[src/rtl/x68k_video_timing_gen_if.sv]
// Raster timing bundle: CRTC timing registers in, raster/line-buffer controls out.
// master = CRTC/consumer side, slave = the timing generator.
interface x68k_video_timing_gen_if #(
  parameter int HC_W  = 8,
  parameter int VC_W  = 10,
  parameter int ACC_W = 24,
  parameter int LB_AW = 10
) ();
  logic [ACC_W-1:0] ce_inc, ce_mod;
  logic [HC_W-1:0]  htotal, hsynl, hvbgn, hvend;
  logic [VC_W-1:0]  vtotal, vsynl, vvbgn, vvend, rint;
  logic             interlace, dscan;
  logic             pix_ce, hsync, vsync, hblank, vblank, de, hcomp, vcomp;
  logic             field, lbuf_sel, rint_irq;
  logic [LB_AW-1:0] lbuf_addr;
  logic [VC_W-1:0]  src_line;

  modport master (
    output ce_inc, ce_mod, htotal, hsynl, hvbgn, hvend,
           vtotal, vsynl, vvbgn, vvend, rint, interlace, dscan,
    input  pix_ce, hsync, vsync, hblank, vblank, de, hcomp, vcomp,
           field, lbuf_sel, rint_irq, lbuf_addr, src_line
  );
  modport slave (
    input  ce_inc, ce_mod, htotal, hsynl, hvbgn, hvend,
           vtotal, vsynl, vvbgn, vvend, rint, interlace, dscan,
    output pix_ce, hsync, vsync, hblank, vblank, de, hcomp, vcomp,
           field, lbuf_sel, rint_irq, lbuf_addr, src_line
  );
endinterface

[src/rtl/x68k_video_timing_gen.sv]
// X68000 raster timing generator: fractional pixel CE, dot/char/line counters,
// frame-boundary shadowed timing, sync/blank/DE, line-buffer addressing, raster IRQ.
module x68k_video_timing_gen #(
  parameter int HC_W     = 8,
  parameter int VC_W     = 10,
  parameter int DOT_LOG2 = 3,
  parameter int ACC_W    = 24,
  parameter int LB_AW    = 10
) (
  input  logic                  gclk,
  input  logic                  rstn,
  x68k_video_timing_gen_if.slave vif
);
  typedef struct packed {
    logic [HC_W-1:0] htotal, hsynl, hvbgn, hvend;
    logic [VC_W-1:0] vtotal, vsynl, vvbgn, vvend, rint;
    logic            interlace, dscan;
  } tmg_t;

  tmg_t                sh_q, sh_d, tin;
  logic [ACC_W-1:0]    acc_q, acc_d;
  logic [ACC_W:0]      sum, diff;
  logic [DOT_LOG2-1:0] dot_q, dot_d;
  logic [HC_W-1:0]     hcnt_q, hcnt_d, char_idx;
  logic [VC_W-1:0]     vcnt_q, vcnt_d, src_line_q, src_line_d;
  logic [VC_W:0]       vlast;
  logic [LB_AW-1:0]    lbuf_addr_q, lbuf_addr_d;
  logic [LB_AW+HC_W+DOT_LOG2-1:0] la_ext;
  logic pix_ce_q, pix_ce_d, field_q, field_d, lbuf_sel_q, lbuf_sel_d;
  logic hsync_q, hsync_d, vsync_q, vsync_d, hblank_q, hblank_d, vblank_q, vblank_d;
  logic de_q, de_d, hcomp_q, hcomp_d, vcomp_q, vcomp_d, rint_irq_q, rint_irq_d;
  logic line_end, frame_end;

  always_comb begin
    tin = '{htotal: vif.htotal, hsynl: vif.hsynl, hvbgn: vif.hvbgn, hvend: vif.hvend,
            vtotal: vif.vtotal, vsynl: vif.vsynl, vvbgn: vif.vvbgn, vvend: vif.vvend,
            rint: vif.rint, interlace: vif.interlace, dscan: vif.dscan};
    sum      = {1'b0, acc_q} + {1'b0, vif.ce_inc};
    diff     = sum - {1'b0, vif.ce_mod};
    acc_d    = sum[ACC_W-1:0];
    pix_ce_d = 1'b0;
    if (sum >= {1'b0, vif.ce_mod}) begin
      acc_d    = diff[ACC_W-1:0];
      pix_ce_d = 1'b1;
    end

    dot_d     = dot_q;
    hcnt_d    = hcnt_q;
    vcnt_d    = vcnt_q;
    field_d   = field_q;
    sh_d      = sh_q;
    line_end  = 1'b0;
    frame_end = 1'b0;
    // field 0 of an interlaced pair carries one extra line
    vlast = {1'b0, sh_q.vtotal} + (VC_W+1)'(sh_q.interlace & ~field_q);
    if (pix_ce_q) begin
      dot_d = dot_q + DOT_LOG2'(1);
      if (dot_q == '1) begin
        if (hcnt_q == sh_q.htotal) begin
          hcnt_d   = '0;
          line_end = 1'b1;
          if ({1'b0, vcnt_q} == vlast) begin
            vcnt_d    = '0;
            frame_end = 1'b1;
            field_d   = sh_q.interlace & ~field_q;
            sh_d      = tin;
          end else begin
            vcnt_d = vcnt_q + VC_W'(1);
          end
        end else begin
          hcnt_d = hcnt_q + HC_W'(1);
        end
      end
    end

    // decodes look at the post-update counters and shadows so new timing lands on line 0
    hsync_d    = hcnt_d < sh_d.hsynl;
    vsync_d    = vcnt_d < sh_d.vsynl;
    hblank_d   = ~((hcnt_d >= sh_d.hvbgn) && (hcnt_d < sh_d.hvend));
    vblank_d   = ~((vcnt_d >= sh_d.vvbgn) && (vcnt_d < sh_d.vvend));
    de_d       = ~hblank_d & ~vblank_d;
    char_idx   = hcnt_d - sh_d.hvbgn;
    la_ext     = {LB_AW'(0), char_idx, dot_d};
    lbuf_addr_d = hblank_d ? '0 : la_ext[LB_AW-1:0];
    hcomp_d    = line_end;
    vcomp_d    = frame_end;
    rint_irq_d = line_end && (vcnt_d == sh_d.rint);
    lbuf_sel_d = lbuf_sel_q ^ (line_end & (~sh_d.dscan | ~vcnt_d[0]));
    src_line_d = sh_d.dscan ? (vcnt_d >> 1) : vcnt_d;
  end

  always_ff @(posedge gclk) begin
    if (!rstn) begin
      sh_q        <= tin;
      acc_q       <= '0;
      pix_ce_q    <= 1'b0;
      dot_q       <= '0;
      hcnt_q      <= '0;
      vcnt_q      <= '0;
      field_q     <= 1'b0;
      hsync_q     <= 1'b0;
      vsync_q     <= 1'b0;
      hblank_q    <= 1'b1;
      vblank_q    <= 1'b1;
      de_q        <= 1'b0;
      hcomp_q     <= 1'b0;
      vcomp_q     <= 1'b0;
      rint_irq_q  <= 1'b0;
      lbuf_sel_q  <= 1'b1;
      lbuf_addr_q <= '0;
      src_line_q  <= '0;
    end else begin
      sh_q        <= sh_d;
      acc_q       <= acc_d;
      pix_ce_q    <= pix_ce_d;
      dot_q       <= dot_d;
      hcnt_q      <= hcnt_d;
      vcnt_q      <= vcnt_d;
      field_q     <= field_d;
      hsync_q     <= hsync_d;
      vsync_q     <= vsync_d;
      hblank_q    <= hblank_d;
      vblank_q    <= vblank_d;
      de_q        <= de_d;
      hcomp_q     <= hcomp_d;
      vcomp_q     <= vcomp_d;
      rint_irq_q  <= rint_irq_d;
      lbuf_sel_q  <= lbuf_sel_d;
      lbuf_addr_q <= lbuf_addr_d;
      src_line_q  <= src_line_d;
    end
  end

  assign vif.pix_ce    = pix_ce_q;
  assign vif.hsync     = hsync_q;
  assign vif.vsync     = vsync_q;
  assign vif.hblank    = hblank_q;
  assign vif.vblank    = vblank_q;
  assign vif.de        = de_q;
  assign vif.hcomp     = hcomp_q;
  assign vif.vcomp     = vcomp_q;
  assign vif.field     = field_q;
  assign vif.lbuf_sel  = lbuf_sel_q;
  assign vif.rint_irq  = rint_irq_q;
  assign vif.lbuf_addr = lbuf_addr_q;
  assign vif.src_line  = src_line_q;
endmodule

[src/flat_wrapper.sv]
// flat-port wrapper written by rule: the top's interface ports become plain ports
module x68k_video_timing_gen_flat 
#(
  parameter int HC_W     = 8,
  parameter int VC_W     = 10,
  parameter int DOT_LOG2 = 3,
  parameter int ACC_W    = 24,
  parameter int LB_AW    = 10
)
  (gclk, rstn, vif_ce_inc, vif_ce_mod, vif_htotal, vif_hsynl, vif_hvbgn, vif_hvend, vif_vtotal, vif_vsynl, vif_vvbgn, vif_vvend, vif_rint, vif_interlace, vif_dscan, vif_pix_ce, vif_hsync, vif_vsync, vif_hblank, vif_vblank, vif_de, vif_hcomp, vif_vcomp, vif_field, vif_lbuf_sel, vif_rint_irq, vif_lbuf_addr, vif_src_line);
  x68k_video_timing_gen_if #(.HC_W(HC_W), .VC_W(VC_W), .ACC_W(ACC_W), .LB_AW(LB_AW)) vif_i ();
  input  logic gclk;
  input  logic rstn;
  input wire logic [$bits(vif_i.ce_inc)-1:0] vif_ce_inc;
  input wire logic [$bits(vif_i.ce_mod)-1:0] vif_ce_mod;
  input wire logic [$bits(vif_i.htotal)-1:0] vif_htotal;
  input wire logic [$bits(vif_i.hsynl)-1:0] vif_hsynl;
  input wire logic [$bits(vif_i.hvbgn)-1:0] vif_hvbgn;
  input wire logic [$bits(vif_i.hvend)-1:0] vif_hvend;
  input wire logic [$bits(vif_i.vtotal)-1:0] vif_vtotal;
  input wire logic [$bits(vif_i.vsynl)-1:0] vif_vsynl;
  input wire logic [$bits(vif_i.vvbgn)-1:0] vif_vvbgn;
  input wire logic [$bits(vif_i.vvend)-1:0] vif_vvend;
  input wire logic [$bits(vif_i.rint)-1:0] vif_rint;
  input wire logic [$bits(vif_i.interlace)-1:0] vif_interlace;
  input wire logic [$bits(vif_i.dscan)-1:0] vif_dscan;
  output wire logic [$bits(vif_i.pix_ce)-1:0] vif_pix_ce;
  output wire logic [$bits(vif_i.hsync)-1:0] vif_hsync;
  output wire logic [$bits(vif_i.vsync)-1:0] vif_vsync;
  output wire logic [$bits(vif_i.hblank)-1:0] vif_hblank;
  output wire logic [$bits(vif_i.vblank)-1:0] vif_vblank;
  output wire logic [$bits(vif_i.de)-1:0] vif_de;
  output wire logic [$bits(vif_i.hcomp)-1:0] vif_hcomp;
  output wire logic [$bits(vif_i.vcomp)-1:0] vif_vcomp;
  output wire logic [$bits(vif_i.field)-1:0] vif_field;
  output wire logic [$bits(vif_i.lbuf_sel)-1:0] vif_lbuf_sel;
  output wire logic [$bits(vif_i.rint_irq)-1:0] vif_rint_irq;
  output wire logic [$bits(vif_i.lbuf_addr)-1:0] vif_lbuf_addr;
  output wire logic [$bits(vif_i.src_line)-1:0] vif_src_line;
  assign vif_i.ce_inc = vif_ce_inc;
  assign vif_i.ce_mod = vif_ce_mod;
  assign vif_i.htotal = vif_htotal;
  assign vif_i.hsynl = vif_hsynl;
  assign vif_i.hvbgn = vif_hvbgn;
  assign vif_i.hvend = vif_hvend;
  assign vif_i.vtotal = vif_vtotal;
  assign vif_i.vsynl = vif_vsynl;
  assign vif_i.vvbgn = vif_vvbgn;
  assign vif_i.vvend = vif_vvend;
  assign vif_i.rint = vif_rint;
  assign vif_i.interlace = vif_interlace;
  assign vif_i.dscan = vif_dscan;
  assign vif_pix_ce = vif_i.pix_ce;
  assign vif_hsync = vif_i.hsync;
  assign vif_vsync = vif_i.vsync;
  assign vif_hblank = vif_i.hblank;
  assign vif_vblank = vif_i.vblank;
  assign vif_de = vif_i.de;
  assign vif_hcomp = vif_i.hcomp;
  assign vif_vcomp = vif_i.vcomp;
  assign vif_field = vif_i.field;
  assign vif_lbuf_sel = vif_i.lbuf_sel;
  assign vif_rint_irq = vif_i.rint_irq;
  assign vif_lbuf_addr = vif_i.lbuf_addr;
  assign vif_src_line = vif_i.src_line;
  x68k_video_timing_gen #(.HC_W(HC_W), .VC_W(VC_W), .DOT_LOG2(DOT_LOG2), .ACC_W(ACC_W), .LB_AW(LB_AW)) u_core (.gclk(gclk), .rstn(rstn), .vif(vif_i));
endmodule
[config.mk]
export PLATFORM = sky130hd
export DESIGN_NAME = x68k_video_timing_gen_flat
export DESIGN_NICKNAME = d
export VERILOG_FILES = /design/src/rtl/x68k_video_timing_gen_if.sv /design/src/rtl/x68k_video_timing_gen.sv /design/src/flat_wrapper.sv
export SDC_FILE = /design/constraint.sdc
export NUM_CORES = 1
export LEC_CHECK = 0
export BUFFER_PORTS_ARGS = -buffer_cell sky130_fd_sc_hd__buf_2
export CORE_MARGIN = 4
export CORE_UTILIZATION = 62
export CTS_CLUSTER_SIZE = 28
export DETAILED_ROUTE_END_ITERATION = 10
export PLACE_DENSITY = 0.84
export SETUP_SLACK_MARGIN = 0.02
export SLEW_MARGIN = 20
export SYNTH_ARGS = -nofsm -noshare
export SYNTH_HDL_FRONTEND = slang
export SYNTH_SLANG_ARGS = --single-unit
[constraint.sdc]
create_clock -name gclk -period 14.1 [get_ports gclk]
set_clock_uncertainty 0.15 [all_clocks]
set_input_delay 2.82 -clock gclk [delete_from_list [all_inputs] [get_ports gclk]]
set_output_delay 2.82 -clock gclk [all_outputs]
set_load 0.005 [all_outputs]
* After elaboration in Yosys (flattened, before gate mapping) *
Cells that the tools add are included.

word-level totals
  RAM bits = 0
  ROM bits = 0
  memories kept = 0
  word-level logic and storage cells = 92
  output and inout bits = 31
  latch bits = 0
  bits in registers = 160

cells by class
  mux-type cells = 20
  div/mod/pow operators = 0
  bitwise operators = 13
  add/sub/neg operators = 7
  multiply operators = 0
  shifts and indexed selects = 0
  order comparisons = 7
  reductions and logical operators = 8
  equal/unequal tests = 8

operator list
  kind                                                                     count
  84-bit two-way mux                                                       5
  10-bit two-way mux                                                       4
  24-bit by 24-bit adder with 25-bit output                                1
  25-bit by 24-bit >= comparator with 1-bit output                         1
  24-bit two-way mux                                                       1
  8-bit two-way mux                                                        3
  24-bit subtractor                                                        1
  10-bit less-than comparator                                              2
  8-bit less-than comparator                                               2
  4-bit AND reduction                                                      3
  10-bit by 11-bit adder with 11-bit output                                1
  1-bit by 11-bit bitwise AND with 11-bit output                           1
  10-bit by 11-bit == test with 1-bit output                               1
  1-bit inverter with 11-bit output                                        1
  10-bit by 1-bit adder with 10-bit output, second input constant          1
  10-bit == test                                                           1
  10-bit >= comparator                                                     1
  9-bit two-way mux                                                        1
  8-bit by 1-bit adder with 8-bit output, second input constant            1
  8-bit == test                                                            1
  8-bit >= comparator                                                      1
  2-bit by 1-bit inequality test with 1-bit output, second input constant  4
  7-bit subtractor                                                         1
  1-bit inverter                                                           6
  other kinds (10)                                                         18

* Logic depth before layout (Yosys ltp) *
  depth in word-level cells = 12
  gate-level depth with buffers = 23

* Worst setup path after synthesis *
OpenSTA, ideal clock, no wires.

  kind = input to register
  start point = input vif_ce_inc[0]
  end point = register u_core.acc_q[11]
  path slack = 7.105 ns
  path buffers = 2
  arrival time = 6.739 ns
  data required time = 13.844 ns
  stages = 20
  cells stage by stage = ha_1 -> fa_1 -> a211oi_1 -> o211ai_1 -> a31oi_1 -> o21ai_0 -> a211oi_1 -> o21bai_1 -> xor2_1 -> ha_1 -> clkbuf_1 -> and3_1 -> nand4_1 -> nor3_1 -> nor4_1 -> o21ai_1 -> a211o_1 -> buf_2 -> or4b_2 -> o311ai_0

on the way
  word-level cells in the longest chain between the ends = 3
  elaborated cells between the ends (all ways) = 4

ends and longest elaborated chain
  item                                                                                          RTL line                                                  RTL
  from (decl)                                                                                   flat_wrapper.sv:14                                        input wire logic [$bits(vif_i.ce_inc)-1:0] vif_ce_inc;
  24-bit by 24-bit adder with 25-bit output (*)                                                 x68k_video_timing_gen.sv:38                               sum = {1'b0, acc_q} + {1'b0, vif.ce_inc};
  24-bit subtractor / 25-bit by 24-bit >= comparator with 1-bit output (equally long branches)  x68k_video_timing_gen.sv:39, x68k_video_timing_gen.sv:42
  24-bit two-way mux (*)                                                                        x68k_video_timing_gen.sv:42                               if (sum >= {1'b0, vif.ce_mod}) begin
  to (signal assigned)                                                                          x68k_video_timing_gen.sv:95                               acc_q <= '0;
  to (signal assigned)                                                                          x68k_video_timing_gen.sv:114                              acc_q <= acc_d;
  to (decl)                                                                                     x68k_video_timing_gen.sv:21                               logic [ACC_W-1:0] acc_q, acc_d;

Mark *: on every way between the ends. The rest lies on a longest branch, timed or not.
A chain may end at the register's enable or synchronous reset.

* Worst setup path after layout *
Ends and elaborated chain as after synthesis.

==> flow_summary_export.csv <==
group,metric,value,unit
drt,drc_errors,0,
power_and_ir_drop,power_consumption,0.00201,W
sta,worst_slack,6.63,ns
sta,post-route-period-util,0.530,
synthesis,synthAdderAreaFrac,0.131,
layout,final-instance-count-excl-fill,1489,
sta,worst_pin_slew,0.927,ns
drt,detail_route.wl_per_cell,17.5,microns
worst_setup_path,critPathCaptureType,"flop",
worst_setup_path,critPathRequiredTime,14.28,ns
cts,cts_hold_buffers,0,
layout,layout.core_utilization,0.722,
synthesis,post_synth_mux_area_share,0.147,
synthesis,syn_avg_cell_area,9.44,sq um
sta,period_needed,7.47,ns
worst_setup_path,rr_worst_depth,21,
sta,fmax,134,MHz
worst_setup_path,critical_path_arrival,7.65,ns
worst_setup_path,crit_type,"in2reg",
floorplan,io_pins,165,
synthesis,synth-compound-area-share,0.138,
worst_setup_path,path_max_fanout,27,
synthesis,synthSimpleGateAreaFrac,0.152,
placed_design,port_buffers,164,
synthesis,synth_edf_count,19,
floorplan,chipWidth,138,microns
synthesis,seq_area_frac_synth,0.325,
placed_design,place_worst_setup_slack,6.29,ns
synthesis,synth-seq-cells,160,
worst_setup_path,crit_path_max_incr_delay,0.62,ns
synthesis,synth_cell_type_count,80,
outcome,run_status,"finished, final reports clean",
sta,setup_tns,0,ns
drt,drt-vias-per-instance,5.93,
cts,numCtsBuffers,17,
layout,layout-area-overhead-vs-synth,14.5,%
grt,grt_max_degree,77,
synthesis,synth_nets,1345,
drt,via_count,8826,
placed_design,post-dp-hpwl,19.2,mm
sta,rsz_0062_raised_after_global_routing,"no",
grt,track_usage,0.275,
worst_setup_path,critPathLaunchType,"input pin",
sta,timing_hold_violations_final,0,
cts,clock_sinks,160,
grt,antenna_violations_before_repair,1,
power_and_ir_drop,p_leak,5.40,nW
grt,overflow,0,
drt,antenna_left,0,
sta,timing.slew.headroom,0.382,
floorplan,core_area,16500,sq um
cts,number_of_resized_instances_in_the_post_cts_repair_step,0,
flow_run,maxCapViolCount,0,
hold_path,timing.hold.worst_path_depth,1,
synthesis,yosysWarningCount,0,
grt,via_count_of_the_first_global_routing_pass,8618,
worst_setup_path,worstPathCellList,"buf_2 -> ha_1 -> fa_1 -> a211oi_1 -> o211ai_1 -> a31oi_1 -> o21ai_0 -> a211oi_1 -> o21bai_1 -> xor2_1 -> ha_1 -> and3_1 -> nand4_1 -> nor3_1 -> nor4_1 -> o21ai_1 -> a211o_1 -> buf_4 -> or4b_2 -> o311ai_0",
synthesis,synth_flop_cell,"sky130_fd_sc_hd__dfxtp_1",
cts,htreeDepth,4,
worst_setup_path,critical_path.slowest_cell,"sky130_fd_sc_hd__or4b_2",
drt,drt_pass1_iterations,5,
grt,grt_first_pass_wirelength,41.3,mm
layout,layout.nets,1496,
placed_design,place_inst,1456,
cts,clock_insertion_delay_worst_skew,0.43,ns
floorplan,die_h,138,microns
sta,final-max-slew-violation-count,0,
placed_design,gpl.final_weighted_congestion,0.907,
cts,cts_max_path_buffers,2,
synthesis,mappedNetlistArea,10400,sq um
cts,clk_pin_slew,0.07,ns
power_and_ir_drop,ir_worst_vdd,0.000104,V
synthesis,postSynthCellCount,1104,
floorplan,initial_core_util,0.631,
sta,setup_viol,0,
synthesis,ys_async_sr_fraction,0,
cts,tritoncts_clock_tree,"built",
cts,post-cts-setup-buffer-count,0,
synthesis,synth_xor_area_frac,0.0676,
drt,initialDrtViolationCount,486,
synthesis,synth_top_family_by_area,"simple AND/OR/NAND/NOR gates",
floorplan,full_die_area,19000,sq um
power_and_ir_drop,power-per-cell-area,168,nW/um^2
drt,route.final.wire_length,26.0,mm
cts,clk_root_buffer_cell,"sky130_fd_sc_hd__clkbuf_16",
layout,drive_gt1_frac,0.227,
floorplan,row_count,47,
hold_path,timing.hold.worst.class,"reg2reg",
## where the power goes
group          switching [W]  internal, W  leakage [nW]
Sequential         0.0000292     0.000521          1.37
Combinational       0.000561     0.000456          3.76
Clock               0.000203     0.000239         0.271
## logic make-up after synthesis
kind of cell,after synthesis
XOR/XNOR,77
AND/OR/NAND/NOR,311
AO/OA/AOI/OAI,213
flip-flops,160
multiplexers,144
adder cells (fa/ha/maj),107
buffers and inverters,92
## metrics by stage
stage          cell area, sq um  hold WS (ns)
3_5_place_dp              11400         0.301
2_1_floorplan             10400         0.284
5_1_grt                   11900         0.343
6_report                  11900         0.326
4_1_cts                   11900         0.324
3_3_place_gp              11400         0.292
## flip-flops by register name, indices dropped and copies added, names as in the netlist
name	count
u_core.dot_q	3
u_core.sh_q	84
u_core.hcnt_q	8
u_core.vif.lbuf_addr	10
u_core.vif.rint_irq	1
u_core.acc_q	24
u_core.vif.hsync	1
u_core.vif.hblank	1
u_core.vif.vblank	1
u_core.vif.src_line	10
u_core.vif.vcomp	1
u_core.vif.field	1
u_core.vif.hcomp	1
u_core.vif.pix_ce	1
u_core.vif.de	1
u_core.vif.lbuf_sel	1
u_core.vif.vsync	1
u_core.vcnt_q	10
## worst max-delay path, delay by kind of cell
family / cells / cell delay [ns]
buffers and inverters: 2 / 0.46
xor gates and xnor gates: 1 / 0.17
adders and majority gates: 3 / 1.07
AOI/OAI and AO/OA: 9 / 1.83
and+or+nand+nor: 5 / 1.27
## synthesized netlist by cell type (8+ instances only)
cell type                  count  area, sq um
sky130_fd_sc_hd__nand3_1      17         85.1
sky130_fd_sc_hd__dfxtp_1     141         2820
sky130_fd_sc_hd__buf_2        15         75.1
sky130_fd_sc_hd__o211ai_1     11         82.6
sky130_fd_sc_hd__o21a_1        9         67.6
sky130_fd_sc_hd__and2_1       26          163
sky130_fd_sc_hd__clkbuf_1     12         45.0
sky130_fd_sc_hd__and3_1        8         50.1
sky130_fd_sc_hd__nor4_1        9         56.3
sky130_fd_sc_hd__o21ai_0      41          205
sky130_fd_sc_hd__mux2i_1      77          771
sky130_fd_sc_hd__inv_1        52          195
sky130_fd_sc_hd__edfxtp_1     19          571
sky130_fd_sc_hd__nor2b_1      14         87.6
sky130_fd_sc_hd__nand4_1      14         87.6
sky130_fd_sc_hd__mux2_2       64          721
sky130_fd_sc_hd__nand2_1      53          199
sky130_fd_sc_hd__nor3_1       35          175
sky130_fd_sc_hd__a211oi_1     12         90.1
sky130_fd_sc_hd__nand2b_1      8         50.1
sky130_fd_sc_hd__a21oi_1      55          275
sky130_fd_sc_hd__a21o_1       24          180
sky130_fd_sc_hd__xnor2_1      45          394
sky130_fd_sc_hd__xor2_1       30          263
sky130_fd_sc_hd__nor2_1       95          357
sky130_fd_sc_hd__ha_1        104         1300
## worst paths after layout
kind | slack, ns | start | end
max | 6.63 | vif_ce_inc[0] | u_core.acc_q[11]
min | 0.33 | u_core.sh_q[72] | u_core.sh_q[72]
max reg2reg | 8.11 | u_core.sh_q[1] | u_core.vif.vblank
min reg2reg | 0.33 | u_core.sh_q[72] | u_core.sh_q[72]
## metal layers
| metal | wire [microns] | track usage |
|---|---|---|
| met5 | 0 | 0 |
| met4 | 524 | 0.0892 |
| met1 | 11300 | 0.357 |
| met2 | 12400 | 0.458 |
| met3 | 1770 | 0.0577 |
## layout by cell type (no fill, tap or decap), drive strengths merged, types with 5 or more instances in the layout
cell type | netlist | layout
nand4 | 14 | 14
ha | 104 | 104
buf | 24 | 171
nor2 | 96 | 96
nor2b | 14 | 14
xor2 | 30 | 30
nand2 | 54 | 54
or3 | 5 | 5
a31oi | 5 | 5
a2111oi | 6 | 6
inv | 53 | 57
mux2i | 78 | 78
xnor2 | 45 | 45
nor3 | 36 | 36
o21bai | 5 | 5
nand2b | 8 | 8
o21ai | 46 | 46
a21oi | 55 | 55
a211oi | 12 | 12
dfxtp | 141 | 141
nand3 | 18 | 18
mux2 | 66 | 66
o211ai | 11 | 11
clkinv | 0 | 6
o21a | 9 | 9
nor4 | 9 | 9
a21o | 24 | 24
and3 | 8 | 8
clkbuf | 15 | 20
o2111ai | 5 | 5
edfxtp | 19 | 19
and2 | 26 | 26
## cell type report
type	count	area, sq um
Sequential cell	160	3390
Tap cell	220	275
Timing Repair Buffer	171	873
Fill cell	1170	4590
Inverter	53	199
Clock buffer	20	457
Clock inverter	12	100
Multi-Input combinational cell	852	6630
Antenna cell	1	2.50
(Power assumes the default switching activity.)
